`src/rtl/uart_tx_arbiter.sv`:
```
// Round-robin scheduler that shares one UART transmitter among NUM_REQ byte producers.
// It issues the winner's byte with a one-cycle Data_valid, follows Busy to completion, then acks.
module uart_tx_arbiter #(
    parameter int NUM_REQ      = 4,
    parameter int Width        = 8,
    parameter int BUSY_TIMEOUT = 4
) (
    input  logic                     CLK,
    input  logic                     rst,
    input  logic [NUM_REQ-1:0]       req,
    input  logic [NUM_REQ*Width-1:0] req_data,
    input  logic [NUM_REQ-1:0]       req_par_en,
    input  logic [NUM_REQ-1:0]       req_par_typ,
    output logic [NUM_REQ-1:0]       ack,
    output logic [NUM_REQ-1:0]       grant,
    output logic [Width-1:0]         P_data,
    output logic                     Data_valid,
    output logic                     PAR_EN,
    output logic                     PAR_TYP,
    input  logic                     Busy,
    output logic                     err
);

    localparam int PTR_W = (NUM_REQ > 1) ? $clog2(NUM_REQ) : 1;
    localparam int CNT_W = $clog2(BUSY_TIMEOUT + 1);
    localparam logic [CNT_W-1:0] CNT_LAST = CNT_W'(BUSY_TIMEOUT - 1);

    typedef enum logic [1:0] {
        IDLE      = 2'd0,
        ISSUE     = 2'd1,
        WAIT_BUSY = 2'd2,
        WAIT_DONE = 2'd3
    } state_t;

    state_t             state_reg, state_next;
    logic [NUM_REQ-1:0] grant_reg, grant_next;
    logic [NUM_REQ-1:0] ack_reg, ack_next;
    logic [Width-1:0]   p_data_reg, p_data_next;
    logic               dv_reg, dv_next;
    logic               par_en_reg, par_en_next;
    logic               par_typ_reg, par_typ_next;
    logic               err_reg, err_next;
    logic [PTR_W-1:0]   rr_ptr_reg, rr_ptr_next;
    logic [PTR_W-1:0]   owner_reg, owner_next;
    logic [CNT_W-1:0]   cnt_reg, cnt_next;
    logic [CNT_W-1:0]   cnt_inc;

    logic [NUM_REQ-1:0] eligible;
    logic               win_found;
    logic [PTR_W-1:0]   win_idx;
    logic [PTR_W-1:0]   cand;
    logic [Width-1:0]   req_byte [NUM_REQ];

    // Index arithmetic modulo NUM_REQ, valid for any NUM_REQ (not only powers of two).
    function automatic logic [PTR_W-1:0] ptr_wrap(input int v);
        int w;
        w = v;
        if (w >= NUM_REQ) begin
            w = w - NUM_REQ;
        end
        return PTR_W'(w);
    endfunction

    function automatic logic [NUM_REQ-1:0] onehot(input logic [PTR_W-1:0] idx);
        logic [NUM_REQ-1:0] v;
        v      = '0;
        v[idx] = 1'b1;
        return v;
    endfunction

    generate
        for (genvar gi = 0; gi < NUM_REQ; gi++) begin : g_unpack
            assign req_byte[gi] = req_data[gi*Width +: Width];
        end
    endgenerate

    // The requester being acked this cycle sits out one arbitration round.
    assign eligible = req & ~ack_reg;

    // Descending scan so the smallest offset from rr_ptr wins.
    always_comb begin
        win_found = 1'b0;
        win_idx   = '0;
        cand      = '0;
        for (int k = NUM_REQ - 1; k >= 0; k--) begin
            cand = ptr_wrap(int'(rr_ptr_reg) + k);
            if (eligible[cand]) begin
                win_found = 1'b1;
                win_idx   = cand;
            end
        end
    end

    always_comb begin
        state_next   = state_reg;
        grant_next   = grant_reg;
        ack_next     = '0;
        p_data_next  = p_data_reg;
        dv_next      = 1'b0;
        par_en_next  = par_en_reg;
        par_typ_next = par_typ_reg;
        err_next     = 1'b0;
        rr_ptr_next  = rr_ptr_reg;
        owner_next   = owner_reg;
        cnt_next     = cnt_reg;
        cnt_inc      = cnt_reg + CNT_W'(1);

        case (state_reg)
            IDLE: begin
                if (win_found && !Busy) begin
                    state_next   = ISSUE;
                    owner_next   = win_idx;
                    grant_next   = onehot(win_idx);
                    p_data_next  = req_byte[win_idx];
                    par_en_next  = req_par_en[win_idx];
                    par_typ_next = req_par_typ[win_idx];
                    dv_next      = 1'b1;
                end
            end
            ISSUE: begin
                state_next = WAIT_BUSY;
                cnt_next   = '0;
            end
            WAIT_BUSY: begin
                if (Busy) begin
                    state_next = WAIT_DONE;
                end else if (cnt_inc == CNT_LAST) begin
                    // Frame lost: release without ack, the requester is retried later.
                    state_next  = IDLE;
                    err_next    = 1'b1;
                    grant_next  = '0;
                    rr_ptr_next = ptr_wrap(int'(owner_reg) + 1);
                    cnt_next    = '0;
                end else begin
                    cnt_next = cnt_inc;
                end
            end
            WAIT_DONE: begin
                if (!Busy) begin
                    state_next  = IDLE;
                    ack_next    = onehot(owner_reg);
                    grant_next  = '0;
                    rr_ptr_next = ptr_wrap(int'(owner_reg) + 1);
                end
            end
            default: begin
                state_next = IDLE;
                grant_next = '0;
            end
        endcase
    end

    always_ff @(posedge CLK) begin
        if (rst) begin
            state_reg   <= IDLE;
            grant_reg   <= '0;
            ack_reg     <= '0;
            p_data_reg  <= '0;
            dv_reg      <= 1'b0;
            par_en_reg  <= 1'b0;
            par_typ_reg <= 1'b0;
            err_reg     <= 1'b0;
            rr_ptr_reg  <= '0;
            owner_reg   <= '0;
            cnt_reg     <= '0;
        end else begin
            state_reg   <= state_next;
            grant_reg   <= grant_next;
            ack_reg     <= ack_next;
            p_data_reg  <= p_data_next;
            dv_reg      <= dv_next;
            par_en_reg  <= par_en_next;
            par_typ_reg <= par_typ_next;
            err_reg     <= err_next;
            rr_ptr_reg  <= rr_ptr_next;
            owner_reg   <= owner_next;
            cnt_reg     <= cnt_next;
        end
    end

    assign ack        = ack_reg;
    assign grant      = grant_reg;
    assign P_data     = p_data_reg;
    assign Data_valid = dv_reg;
    assign PAR_EN     = par_en_reg;
    assign PAR_TYP    = par_typ_reg;
    assign err        = err_reg;

endmodule
```
`config.mk`:
```
export PLATFORM = sky130hd
export DESIGN_NAME = uart_tx_arbiter
export DESIGN_NICKNAME = d
export VERILOG_FILES = /design/src/rtl/uart_tx_arbiter.sv
export SDC_FILE = /design/constraint.sdc
export NUM_CORES = 1
export LEC_CHECK = 0
export ABC_AREA = 1
export BUFFER_PORTS_ARGS = -buffer_cell sky130_fd_sc_hd__buf_2
export CORE_MARGIN = 2
export CORE_UTILIZATION = 30
export CTS_CLUSTER_SIZE = 10
export DETAILED_ROUTE_END_ITERATION = 6
export PLACE_DENSITY_LB_ADDON = 0.1
export SYNTH_ARGS = -nofsm -noshare
export SYNTH_HDL_FRONTEND = slang
export SYNTH_SLANG_ARGS = --single-unit
```
`constraint.sdc`:
```
create_clock -name CLK -period 2.09 [get_ports CLK]
set_input_delay 0.418 -clock CLK [delete_from_list [all_inputs] [get_ports CLK]]
set_output_delay 0.418 -clock CLK [all_outputs]
set_load 0.005 [all_outputs]
```
==> parameters.txt, run 1 <==
Parameter                              Value

Worst setup path
  Worst reg-to-reg setup slack    0.27 ns
  Arrival time of data at the critical path endpoint    2.00 ns
  Element type at the critical path end    flip-flop
  Terminus of the critical flop-to-flop path    P_data[3]
  Type of element launching the critical path    flip-flop
  Worst-path cell with the longest stage delay    sky130_fd_sc_hd__dfxtp_2
  Cell repeated most along the worst path    sky130_fd_sc_hd__nand2_1
  Data required time at the worst endpoint    2.27 ns
  CP Buf/Inv Count    2
  Crit-path cells    inv_4, nand3_1, nand2_1, nand2_1, nand3_1, nand3_2, nand2_2, inv_2, nor2_1, nand2_1, nand2_1, nor2_1, nor2_2
  Slowest cell delay on critical path    0.45 ns
  Crit Path Max Fanout    20
  Largest delay share family, worst path    simple AND/OR/NAND/NOR gates
  Crit path to    P_data[3]
  Startpoint of the worst-slack reg-to-reg timing path    rr_ptr_reg[0]
  Logic depth of the worst path, buffers included    13
  Setup CP Type    reg -> reg
  Crit path launch    rr_ptr_reg[0]
  R2R cell count    13

Global route
  Initial antenna violation count    0
  Via count of the first global-routing pass    1,894
  Maximum number of pins on one net before global-route repair    28
  First-pass GRT wire length    8.51 mm
  Total Routing Usage GR    14.8%
  Overflow left after global routing    0

Timing
  Final setup fails    0
  Final period util    87.1%
  Pins Over Slew Limit    0
  Setup tns final    0 ns
  Unrepaired setup endpoints after global routing    false
  Post-layout min period    1.82 ns
  Transition time at the pin with the least slew margin    0.359 ns
  Final setup skew    0.00883 ns
  Fin. Hold Viols    0
  Maximum achievable frequency    549 MHz
  Relative slew margins    75.8%

Clock network
  Post-CTS setup buffer count    0
  Clock insertion delay at the later pin of the skew report    0.28 ns
  Hold buffers post-CTS    0
  Sink Count    29
  Post-cts gate resize count    0
  Clock slew seen by the registers of the worst setup and hold paths    0.07 ns
  Number of levels in the clock H-tree    2
  CTS buffer count    5
  Cell at the root of the clock tree    sky130_fd_sc_hd__clkbuf_8
  Clock tree from TritonCTS    yes
  Clock buffer depth    2

Drt
  DRC Markers    0
  Detailed router's first-iteration violation count    67
  Post-DR vias/cell    4.69
  Number of nets still failing antenna checks after routing    0
  Total number of vias    1,920
  Drt total wl    4.96 mm
  First-pass iteration count of the detailed router    6
  Average wire per cell in the routed design    12.1 um

Floorplan
  DIE WIDTH    83.3 um
  Total core area    5990 um^2
  Initial Utilization    31.5%
  I/O pins    67
  Number of standard-cell rows in the floorplan    28
  Die Footprint    6940 um^2
  Die span in y    83.3 um

Placement
  RD Place Congestion    0.884
  Port Buffers    66
  Sum of net half-perimeters after detailed placement    3.73 mm
  Post-DP Area    2300 um^2

Synthesis
  Area of the mapped netlist    1890 um^2
  Number of distinct library cell variants in the gate-level netlist after synthesis    29
  Total of flip-flops plus latches after synthesis    29
  Fraction of the yosys area taken by sequential cells    30.7%
  Post-synthesis area per instance    7.10 um^2
  Net count of the mapped netlist    319
  Syn Inst Count    266
  Count of warnings emitted by yosys    0

Final layout
  Proportion of layout cells with a drive suffix above 1    36.8%
  Number of nets in the finished design    386
  Cell area after layout    2380 um^2
  Most common cell after layout, fill and taps aside    sky130_fd_sc_hd__buf_2
  Area growth from synthesis to layout    26.2%
  Largest register FFs    8
  Highest-count cells in the layout ignoring fill and taps    sky130_fd_sc_hd__buf_2, sky130_fd_sc_hd__nand2_1, sky130_fd_sc_hd__nand3_1, sky130_fd_sc_hd__dfxtp_1, sky130_fd_sc_hd__inv_1
  Ant diodes    0

Pwr
  Peak supply drop    0.413 mV
  Pwr Density    1100 nW/um^2
  Leakage power summed over all cells    1.15 nW

Min path
  Hold Path Class    in -> reg
  Worst hold path depth    3

Outcome
  Status    finished, final reports clean

Flow run
  Max-cap viol count    0
[cell usage after synthesis]
library cell | count | share of area [%]
sky130_fd_sc_hd__nand2_1 | 48 | 9.5
sky130_fd_sc_hd__nand3_1 | 32 | 8.5
sky130_fd_sc_hd__dfxtp_1 | 29 | 31
sky130_fd_sc_hd__inv_1 | 23 | 4.6
sky130_fd_sc_hd__nor2_1 | 22 | 4.4
sky130_fd_sc_hd__o21ai_0 | 17 | 4.5
sky130_fd_sc_hd__nand4_1 | 16 | 5.3
sky130_fd_sc_hd__nand3_2 | 13 | 6.9
sky130_fd_sc_hd__nor2_2 | 13 | 4.3
sky130_fd_sc_hd__a21oi_1 | 12 | 3.2
sky130_fd_sc_hd__buf_2 | 6 | 1.6
sky130_fd_sc_hd__ha_1 | 6 | 4.0
sky130_fd_sc_hd__nand2_2 | 5 | 1.7
sky130_fd_sc_hd__clkbuf_1 | 3 | 0.60
sky130_fd_sc_hd__a21oi_2 | 2 | 0.93
sky130_fd_sc_hd__buf_6 | 2 | 1.2
sky130_fd_sc_hd__inv_2 | 2 | 0.40
sky130_fd_sc_hd__inv_4 | 2 | 0.66
sky130_fd_sc_hd__nand2_4 | 2 | 1.2
sky130_fd_sc_hd__xor2_1 | 2 | 0.93
sky130_fd_sc_hd__buf_12 | 1 | 1.1
sky130_fd_sc_hd__buf_4 | 1 | 0.40
sky130_fd_sc_hd__nand2_8 | 1 | 1.1
sky130_fd_sc_hd__nand3b_1 | 1 | 0.40
sky130_fd_sc_hd__nor3_1 | 1 | 0.26
sky130_fd_sc_hd__nor4_1 | 1 | 0.33
sky130_fd_sc_hd__o21ai_1 | 1 | 0.26
sky130_fd_sc_hd__or2_2 | 1 | 0.33
sky130_fd_sc_hd__xnor2_2 | 1 | 0.86
[through the flow]
step                      std cells  power, W  util, %  hold WS (ns)  setup slack (ns)
after floorplan                 266   0.00185        -         0.453             0.421
after global routing            409   0.00287     39.8         0.438            0.0903
after detailed placement        401   0.00218     38.4         0.458             0.128
after CTS                       409   0.00265     39.7         0.418             0.116
after global placement          401   0.00219     38.4         0.459             0.141
final                           409   0.00261     39.8         0.429             0.269
[power by group]
part           total [W]  internal [W]  switching [W]  leakage, nW
Clock           0.000456      0.000231       0.000226       0.0450
Combinational    0.00140      0.000537       0.000866        0.867
Sequential      0.000751      0.000663      0.0000873        0.238
Total            0.00261       0.00143        0.00118         1.15
[worst reg2reg max path: stages (launching register included)]
cell                      delay, ns
sky130_fd_sc_hd__dfxtp_2       0.45
sky130_fd_sc_hd__inv_4         0.09
sky130_fd_sc_hd__nand3_1       0.07
sky130_fd_sc_hd__nand2_1       0.09
sky130_fd_sc_hd__nand2_1       0.09
sky130_fd_sc_hd__nand3_1       0.10
sky130_fd_sc_hd__nand3_2       0.10
sky130_fd_sc_hd__nand2_2       0.06
sky130_fd_sc_hd__inv_2         0.28
sky130_fd_sc_hd__nor2_1        0.11
sky130_fd_sc_hd__nand2_1       0.08
sky130_fd_sc_hd__nand2_1       0.05
sky130_fd_sc_hd__nor2_1        0.12
sky130_fd_sc_hd__nor2_2        0.04
[logic make-up after synthesis]
kind of cell / count (synthesis) / share of synthesized area [%]
AOI/OAI and AO/OA: 32 / 8.88
xor gates and xnor gates: 3 / 1.79
adders and majority gates: 6 / 3.98
buffers and inverters: 40 / 10.5
DFF: 29 / 30.7
and+or+nand+nor: 156 / 44.1
[layer usage]
| layer | global-route usage (%) | vias to the layer above | part of all wire (%) |
|---|---|---|---|
| met3 | 3.28 | 7 | 5.2 |
| met4 | 5.37 | 0 | 1.6 |
| met1 | 19.4 | 839 | 49 |
| met2 | 23.6 | 61 | 44 |
| met5 | 0 | - | 0 |
| li1 | - | 1013 | - |
[final cells by class]
| type | count | area (um^2) |
|---|---|---|
| clock buffers | 6 | 72.6 |
| clock inverters | 2 | 10.0 |
| fillers | 672 | 3610 |
| inverters | 27 | 106 |
| multi-input cells | 197 | 1110 |
| flip-flops and latches | 29 | 582 |
| well taps | 75 | 93.8 |
| repair buffers | 73 | 408 |
[worst min-delay path by stage]
stage,to,start,slack [ns]
2_1_floorplan,cnt_reg[2],cnt_reg[2],0.45
3_3_place_gp,grant[3],grant[3],0.46
3_5_place_dp,grant[3],grant[3],0.46
4_1_cts,state_reg[0],Busy,0.42
5_1_grt,cnt_reg[2],rst,0.44
6_report,state_reg[0],Busy,0.43
Power figures use the tool's default switching activity.
==> run 2: changes to the inputs <==
Settings changed: ABC_AREA 1 to unset.
==> run 2 against run 1 <==
Compared with the run above:
- synthesized cell count down 25%
- global-route usage increased by 0.45 points
- via count down 11%
- fmax is 0.68% higher
- sequential share of layout area about the same
- sequential power is 19% lower
- flip-flop and latch count unchanged
- combinational power is 76% lower
- worst hold slack gained 0.031 ns
- critical endpoint is now P_data[6]
==> parameters.txt, run 2 <==
Parameter                              Value

Outcome
  Status    finished, final reports clean

Clock network
  Clock tree from TritonCTS    yes
  Sink Count    29 (unchanged)
  Post-CTS setup buffer count    0 (unchanged)
  Number of levels in the clock H-tree    2 (unchanged)
  CTS buffer count    5 (unchanged)
  Clock buffer depth    2 (unchanged)
  Cell at the root of the clock tree    sky130_fd_sc_hd__clkbuf_8
  Clock slew seen by the registers of the worst setup and hold paths    0.07 ns (about the same)
  Hold buffers post-CTS    0 (unchanged)
  Post-cts gate resize count    0 (unchanged)
  Clock insertion delay at the later pin of the skew report    0.28 ns (about the same)

Timing
  Unrepaired setup endpoints after global routing    false
  Fin. Hold Viols    0 (unchanged)
  Setup tns final    0 ns (unchanged)
  Pins Over Slew Limit    0 (unchanged)
  Post-layout min period    1.81 ns (-0.0123 ns)
  Transition time at the pin with the least slew margin    0.578 ns (+0.219 ns)
  Worst slack on hold paths    0.460 ns (+0.0312 ns)
  Final setup fails    0 (unchanged)
  Maximum achievable frequency    553 MHz (+0.68%)
  Relative slew margins    61.4% (-14 points)
  Final period util    86.5% (-0.59 points)
  Final setup skew    0.00736 ns (-0.00147 ns)

Min path
  Hold Path Class    in -> reg

Synthesis
  Area of the mapped netlist    1870 um^2 (-1.2%)
  Yosys top cell by area    sky130_fd_sc_hd__dfxtp_1
  Most frequent cells after synthesis    sky130_fd_sc_hd__dfxtp_1, sky130_fd_sc_hd__nor2_1, sky130_fd_sc_hd__a21oi_1
  Fraction of the yosys area taken by sequential cells    31.1% (+0.37 points)
  Count of warnings emitted by yosys    0 (unchanged)
  Post-synthesis area per instance    9.33 um^2 (+31%)
  Dominant cell by count in the synthesized netlist    sky130_fd_sc_hd__dfxtp_1
  Post-synth top area share    31.1% (+0.37 points)
  Syn Inst Count    200 (-25%)
  Top cells by area in the synthesized netlist    sky130_fd_sc_hd__dfxtp_1, sky130_fd_sc_hd__a211oi_2, sky130_fd_sc_hd__a21bo_1
  Number of distinct library cell variants in the gate-level netlist after synthesis    54 (+86%)
  Predominant post-synthesis flop cell    sky130_fd_sc_hd__dfxtp_1
  Total of flip-flops plus latches after synthesis    29 (unchanged)
  Number of enable flip-flop cells after synthesis    0 (unchanged)
  Post-synthesis async set-or-reset flop share    0% (unchanged)
  Net count of the mapped netlist    253 (-21%)

Pwr
  Pwr Density    584 nW/um^2 (-47%)
  Leakage power summed over all cells    1.01 nW (-12%)
  Peak supply drop    0.330 mV (-20%)
  Switch Pwr    0.000413 W (-65%)
  Part of the total power dissipated in combinational logic    24.3% (-29 points)
  Net switching share of the total power    29.8% (-15 points)
  Power consumption    0.00139 W (-47%)
  Portion of total power attributed to the clock network    32.0% (+15 points)
  Internal Pwr Total    0.000973 W (-32%)
  Sequential share of power    43.8% (+15 points)

Drt
  First-pass iteration count of the detailed router    4 (-2)
  Average wire per cell in the routed design    14.7 um (+22%)
  Detailed router's first-iteration violation count    52 (-22%)
  Total number of vias    1,706 (-11%)
  Drt total wl    5.07 mm (+2.3%)
  Post-DR vias/cell    4.96 (+5.6%)
  DRC Markers    0 (unchanged)
  Number of nets still failing antenna checks after routing    0 (unchanged)

Global route
  First-pass GRT wire length    8.49 mm (-0.32%)
  Via count of the first global-routing pass    1,724 (-9.0%)
  Maximum number of pins on one net before global-route repair    20 (-29%)
  Total Routing Usage GR    15.2% (+0.45 points)
  Initial antenna violation count    0 (unchanged)
  Overflow left after global routing    0 (unchanged)

Final layout
  Fill cells    653 (-2.8%)
  Area growth from synthesis to layout    27.2%
  Highest-count cells in the layout ignoring fill and taps    sky130_fd_sc_hd__buf_2, sky130_fd_sc_hd__dfxtp_1, sky130_fd_sc_hd__nor2_1, sky130_fd_sc_hd__a21oi_1
  Most common cell after layout, fill and taps aside    sky130_fd_sc_hd__buf_2
  Number of nets in the finished design    321 (-17%)
  Ant diodes    0 (unchanged)
  Largest register FFs    8 (unchanged)
  Proportion of layout cells with a drive suffix above 1    39.8% (+3.0 points)
  Non-filler cells in the finished layout    344 (-16%)

Floorplan
  Die span in y    82.9 um (-0.57%)
  I/O pins    67 (unchanged)
  Initial Utilization    31.3% (-0.19 points)
  Die Footprint    6860 um^2 (-1.1%)
  Total core area    5960 um^2 (-0.58%)
  DIE WIDTH    82.9 um (-0.57%)
  Number of standard-cell rows in the floorplan    28 (unchanged)

Placement
  RD Place Congestion    0.735 (-17%)
  Sum of net half-perimeters after detailed placement    3.93 mm (+5.2%)
  Port Buffers    66 (unchanged)
  Cell count after placement    336 (-16%)

Worst setup path
  Arrival time of data at the critical path endpoint    1.97 ns (-0.03 ns)
  Type of element launching the critical path    flip-flop
  Data required time at the worst endpoint    2.25 ns (-0.02 ns)
  Setup CP Type    reg -> reg
  Element type at the critical path end    flip-flop
  Crit Path Max Fanout    10 (-50%)

Flow run
  Max-cap viol count    0 (unchanged)
[run 2: cell types whose count changed after synthesis, moves of 12 or more]
| cell | previous run | this run |
|---|---|---|
| sky130_fd_sc_hd__nor2_2 | 13 | 0 |
| sky130_fd_sc_hd__nand3_1 | 32 | 8 |
| sky130_fd_sc_hd__nand2_1 | 48 | 9 |
| sky130_fd_sc_hd__nand3_2 | 13 | 1 |
| sky130_fd_sc_hd__o21ai_0 | 17 | 1 |
| sky130_fd_sc_hd__inv_1 | 23 | 6 |
[run 2: cell families after synthesis]
kind of cell,Yosys count,share of synthesized area (%)
simple gates,72,21.7
mux,5,2.68
flops,29,31.1
buf+inv,20,6.10
fa+ha+maj,6,4.02
compound gates,67,33.9
xor+xnor,1,0.470
[run 2: layer usage]
layer  vias to the layer above  global-route usage [%]  wire length [um]
met4                         0                    4.02                55
met2                        35                    25.1              2360
met5                         -                       0                 0
met3                         6                    4.08               232
li1                        884                       -                 -
met1                       781                    19.7              2430
[run 2: area by class of cell]
class / instances / area [um^2] / area share [%]
multi-input combinational: 151 / 1170 / 49.3
sequential: 29 / 581 / 24.5
timing repair buffer: 75 / 423 / 17.8
tap: 75 / 93.8 / 3.95
clock buffer: 6 / 72.6 / 3.06
inverter: 6 / 22.5 / 0.949
clock inverter: 2 / 10.0 / 0.422
[run 2: worst paths after layout]
check / start / endpoint / slack [ns] / cells past startpoint
max: ack[3] / P_data[6] / 0.28 / 6
min: req_data[29] / P_data[5] / 0.46 / 3
max reg2reg: ack[3] / P_data[6] / 0.28 / 6
min reg2reg: grant[2] / grant[2] / 0.47 / 2
[run 2: per-stage QoR]
stage               instance area [um^2]  utilization [%]  setup slack [ns]
floorplan                           1870                -             0.458
global placement                    2290             38.5             0.106
detailed placement                  2290             38.5             0.128
CTS                                 2370             39.9             0.240
global route                        2370             39.9            0.0809
finish                              2370             39.9             0.281
[run 2: power groups by stage]
stage | Combinational (W) | Sequential, W | Clock (W)
floorplan | 0.000209 | 0.000618 | 0
global placement | 0.000341 | 0.000619 | 0
detailed placement | 0.000340 | 0.000620 | 0
CTS | 0.000341 | 0.000607 | 0.000461
global route | 0.000372 | 0.000610 | 0.000492
finish | 0.000336 | 0.000607 | 0.000443
[run 2: critical path, stage by stage (launching register included)]
cell and delay, ns:
sky130_fd_sc_hd__dfxtp_1 0.30, sky130_fd_sc_hd__nand2b_1 0.32, sky130_fd_sc_hd__a21boi_1 0.32, sky130_fd_sc_hd__o31ai_4 0.11, sky130_fd_sc_hd__buf_12 0.15, sky130_fd_sc_hd__a221oi_1 0.36
sky130_fd_sc_hd__a211oi_2 0.11
==> run 3: changes to the inputs <==
Clock period 2.09 ns to 2 ns, I/O delays scaled along.
==> run 3 against run 2 <==
Compared with the run above:
- routed wire length up 3.1%
- flip-flop and latch count unchanged
- count of clock-buffer cells in the layout up 1
- global-route usage up 0.30 points
==> parameters.txt, run 3 (synthesis gave the netlist of run 2 again) <==
Parameter                              Value

Worst setup path
  Data required time at the worst endpoint    2.21 ns (-0.04 ns)
  Slowest cell delay on critical path    0.39 ns (+0.03 ns)
  Arrival time of data at the critical path endpoint    2.03 ns (+0.06 ns)
  Crit-path cells    buf_4, nor3b_2, o21a_1, o31ai_1, a21bo_1, a211oi_2
  Type of element launching the critical path    flip-flop
  Startpoint of the worst-slack reg-to-reg timing path    rr_ptr_reg[1]
  R2R cell count    6 (unchanged)
  Setup CP Type    reg -> reg
  Terminus of the critical flop-to-flop path    PAR_TYP
  Element type at the critical path end    flip-flop
  Worst reg-to-reg setup slack    0.18 ns (-0.10 ns)
  Worst-path cell with the longest stage delay    sky130_fd_sc_hd__dfxtp_1
  Crit Path Max Fanout    10 (unchanged)

Timing
  Post-layout min period    1.82 ns (+0.0121 ns)
  Relative slew margins    70.5% (+9.0 points)
  Final setup fails    0 (unchanged)
  Final period util    91.0% (+4.5 points)
  Fin. Hold Viols    0 (unchanged)
  Maximum achievable frequency    549 MHz (-0.67%)
  Transition time at the pin with the least slew margin    0.442 ns (-0.137 ns)
  Unrepaired setup endpoints after global routing    false
  Final setup skew    0.00619 ns (-0.00117 ns)
  Pins Over Slew Limit    0 (unchanged)
  Setup tns final    0 ns (unchanged)

Drt
  Average wire per cell in the routed design    15.2 um (+2.8%)
  Drt total wl    5.23 mm (+3.1%)
  Total number of vias    1,759 (+3.1%)
  First-pass iteration count of the detailed router    4 (unchanged)
  Post-DR vias/cell    5.10 (+2.8%)
  Detailed router's first-iteration violation count    46 (-12%)
  DRC Markers    0 (unchanged)
  Number of nets still failing antenna checks after routing    0 (unchanged)

Final layout
  Number of nets in the finished design    323 (+0.62%)
  Largest register FFs    8 (unchanged)
  Ant diodes    0 (unchanged)
  Utilization after layout    40.2% (+0.32 points)
  Highest-count cells in the layout ignoring fill and taps    sky130_fd_sc_hd__buf_2, sky130_fd_sc_hd__dfxtp_1, sky130_fd_sc_hd__nor2_1, sky130_fd_sc_hd__a21oi_1
  Proportion of layout cells with a drive suffix above 1    40.0% (+0.22 points)
  Area growth from synthesis to layout    28.2%
  Most common cell after layout, fill and taps aside    sky130_fd_sc_hd__buf_2
  Fill cells    631 (-3.4%)

Clock network
  Clock insertion delay at the later pin of the skew report    0.28 ns (about the same)
  Clock buffer depth    2 (unchanged)
  Cell at the root of the clock tree    sky130_fd_sc_hd__clkbuf_8
  Sink Count    29 (unchanged)
  CTS buffer count    5 (unchanged)
  Clock tree from TritonCTS    yes
  Post-CTS setup buffer count    0 (unchanged)
  Post-cts gate resize count    0 (unchanged)
  Clock slew seen by the registers of the worst setup and hold paths    0.06 ns (about the same)
  Hold buffers post-CTS    0 (unchanged)
  Number of levels in the clock H-tree    2 (unchanged)

Global route
  Maximum number of pins on one net before global-route repair    21 (+5.0%)
  Via count of the first global-routing pass    1,695 (-1.7%)
  Initial antenna violation count    0 (unchanged)
  Total Routing Usage GR    15.5% (+0.30 points)
  Overflow left after global routing    0 (unchanged)
  First-pass GRT wire length    8.69 mm (+2.4%)

Min path
  Startpoint of the lowest-slack hold path    req_data[29]
  Worst hold path endpoint    P_data[5]
  Hold Path Class    in -> reg
  Worst hold path depth    3 (unchanged)

Pwr
  Leakage power summed over all cells    1.02 nW (+0.93%)
  Peak supply drop    0.290 mV (-12%)
  Pwr Density    619 nW/um^2 (+6.1%)

Floorplan
  Initial Utilization    31.3% (unchanged)
  Die Footprint    6860 um^2 (unchanged)
  Number of standard-cell rows in the floorplan    28 (unchanged)
  Die span in y    82.9 um (unchanged)
  DIE WIDTH    82.9 um (unchanged)
  Total core area    5960 um^2 (unchanged)
  I/O pins    67 (unchanged)

Outcome
  Status    finished, final reports clean

Placement
  RD Place Congestion    0.787 (+7.1%)
  Port Buffers    66 (unchanged)
  Sum of net half-perimeters after detailed placement    3.94 mm (+0.36%)

Flow run
  Max-cap viol count    0 (unchanged)
## run 3: changes by cell type in the layout (fill, tap and decap cells not counted)
cell                       delta
sky130_fd_sc_hd__clkbuf_8     +1
sky130_fd_sc_hd__clkinv_2     -2
sky130_fd_sc_hd__buf_4        +2
## run 3: metrics by stage
stage	cell area (um^2)	power, W	setup slack [ns]	hold WS (ns)	cells
floorplan	1870	0.000864	0.386	0.464	200
global placement	2310	0.00101	0.0568	0.461	338
detailed placement	2310	0.00101	0.0522	0.463	338
CTS	2390	0.00150	0.141	0.419	345
global route	2390	0.00157	0.0427	0.427	345
finish	2390	0.00148	0.179	0.415	345
## run 3: final cells by class
cell class | instances | area (um^2) | area share [%]
Sequential cell | 29 | 581 | 24.3
Timing Repair Buffer | 77 | 438 | 18.3
Multi-Input combinational cell | 151 | 1170 | 49.0
Clock buffer | 7 | 86.3 | 3.61
Inverter | 6 | 22.5 | 0.941
Tap cell | 75 | 93.8 | 3.92
## run 3: worst max-delay path by stage
stage                        from  slack [ns]        end  cells after the start
finish              rr_ptr_reg[1]        0.18    PAR_TYP                      6
detailed placement         req[3]        0.05  P_data[3]                      7
global route               ack[3]        0.04  P_data[2]                      6
CTS                        ack[3]        0.14  P_data[3]                      6
floorplan                  req[0]        0.39     PAR_EN                      7
global placement           req[3]        0.06  P_data[2]                      7
## run 3: metal layers
metal | share of wire (%) | vias up | wire length [um] | GRT usage, %
li1 | - | 894 | - | -
met1 | 49 | 826 | 2580 | 20.9
met2 | 45 | 35 | 2360 | 24.3
met3 | 4.6 | 4 | 241 | 4.27
met4 | 0.86 | 0 | 45 | 4.47
met5 | 0 | - | 0 | 0
## run 3: worst max-delay path, delay by kind of cell (launching register included)
kind	cells	cell delay, ns
DFF	1	0.39
buffers and inverters	1	0.20
and+or+nand+nor	1	0.24
AOI/OAI and AO/OA	4	0.93
## run 3: report_power, final
part | total (W) | internal [W] | switching, W | leakage [nW]
clock | 0.000486 | 0.000272 | 0.000214 | 0.0443
sequential | 0.000635 | 0.000613 | 0.0000219 | 0.237
combinational | 0.000360 | 0.000169 | 0.000191 | 0.738
total | 0.00148 | 0.00105 | 0.000427 | 1.02
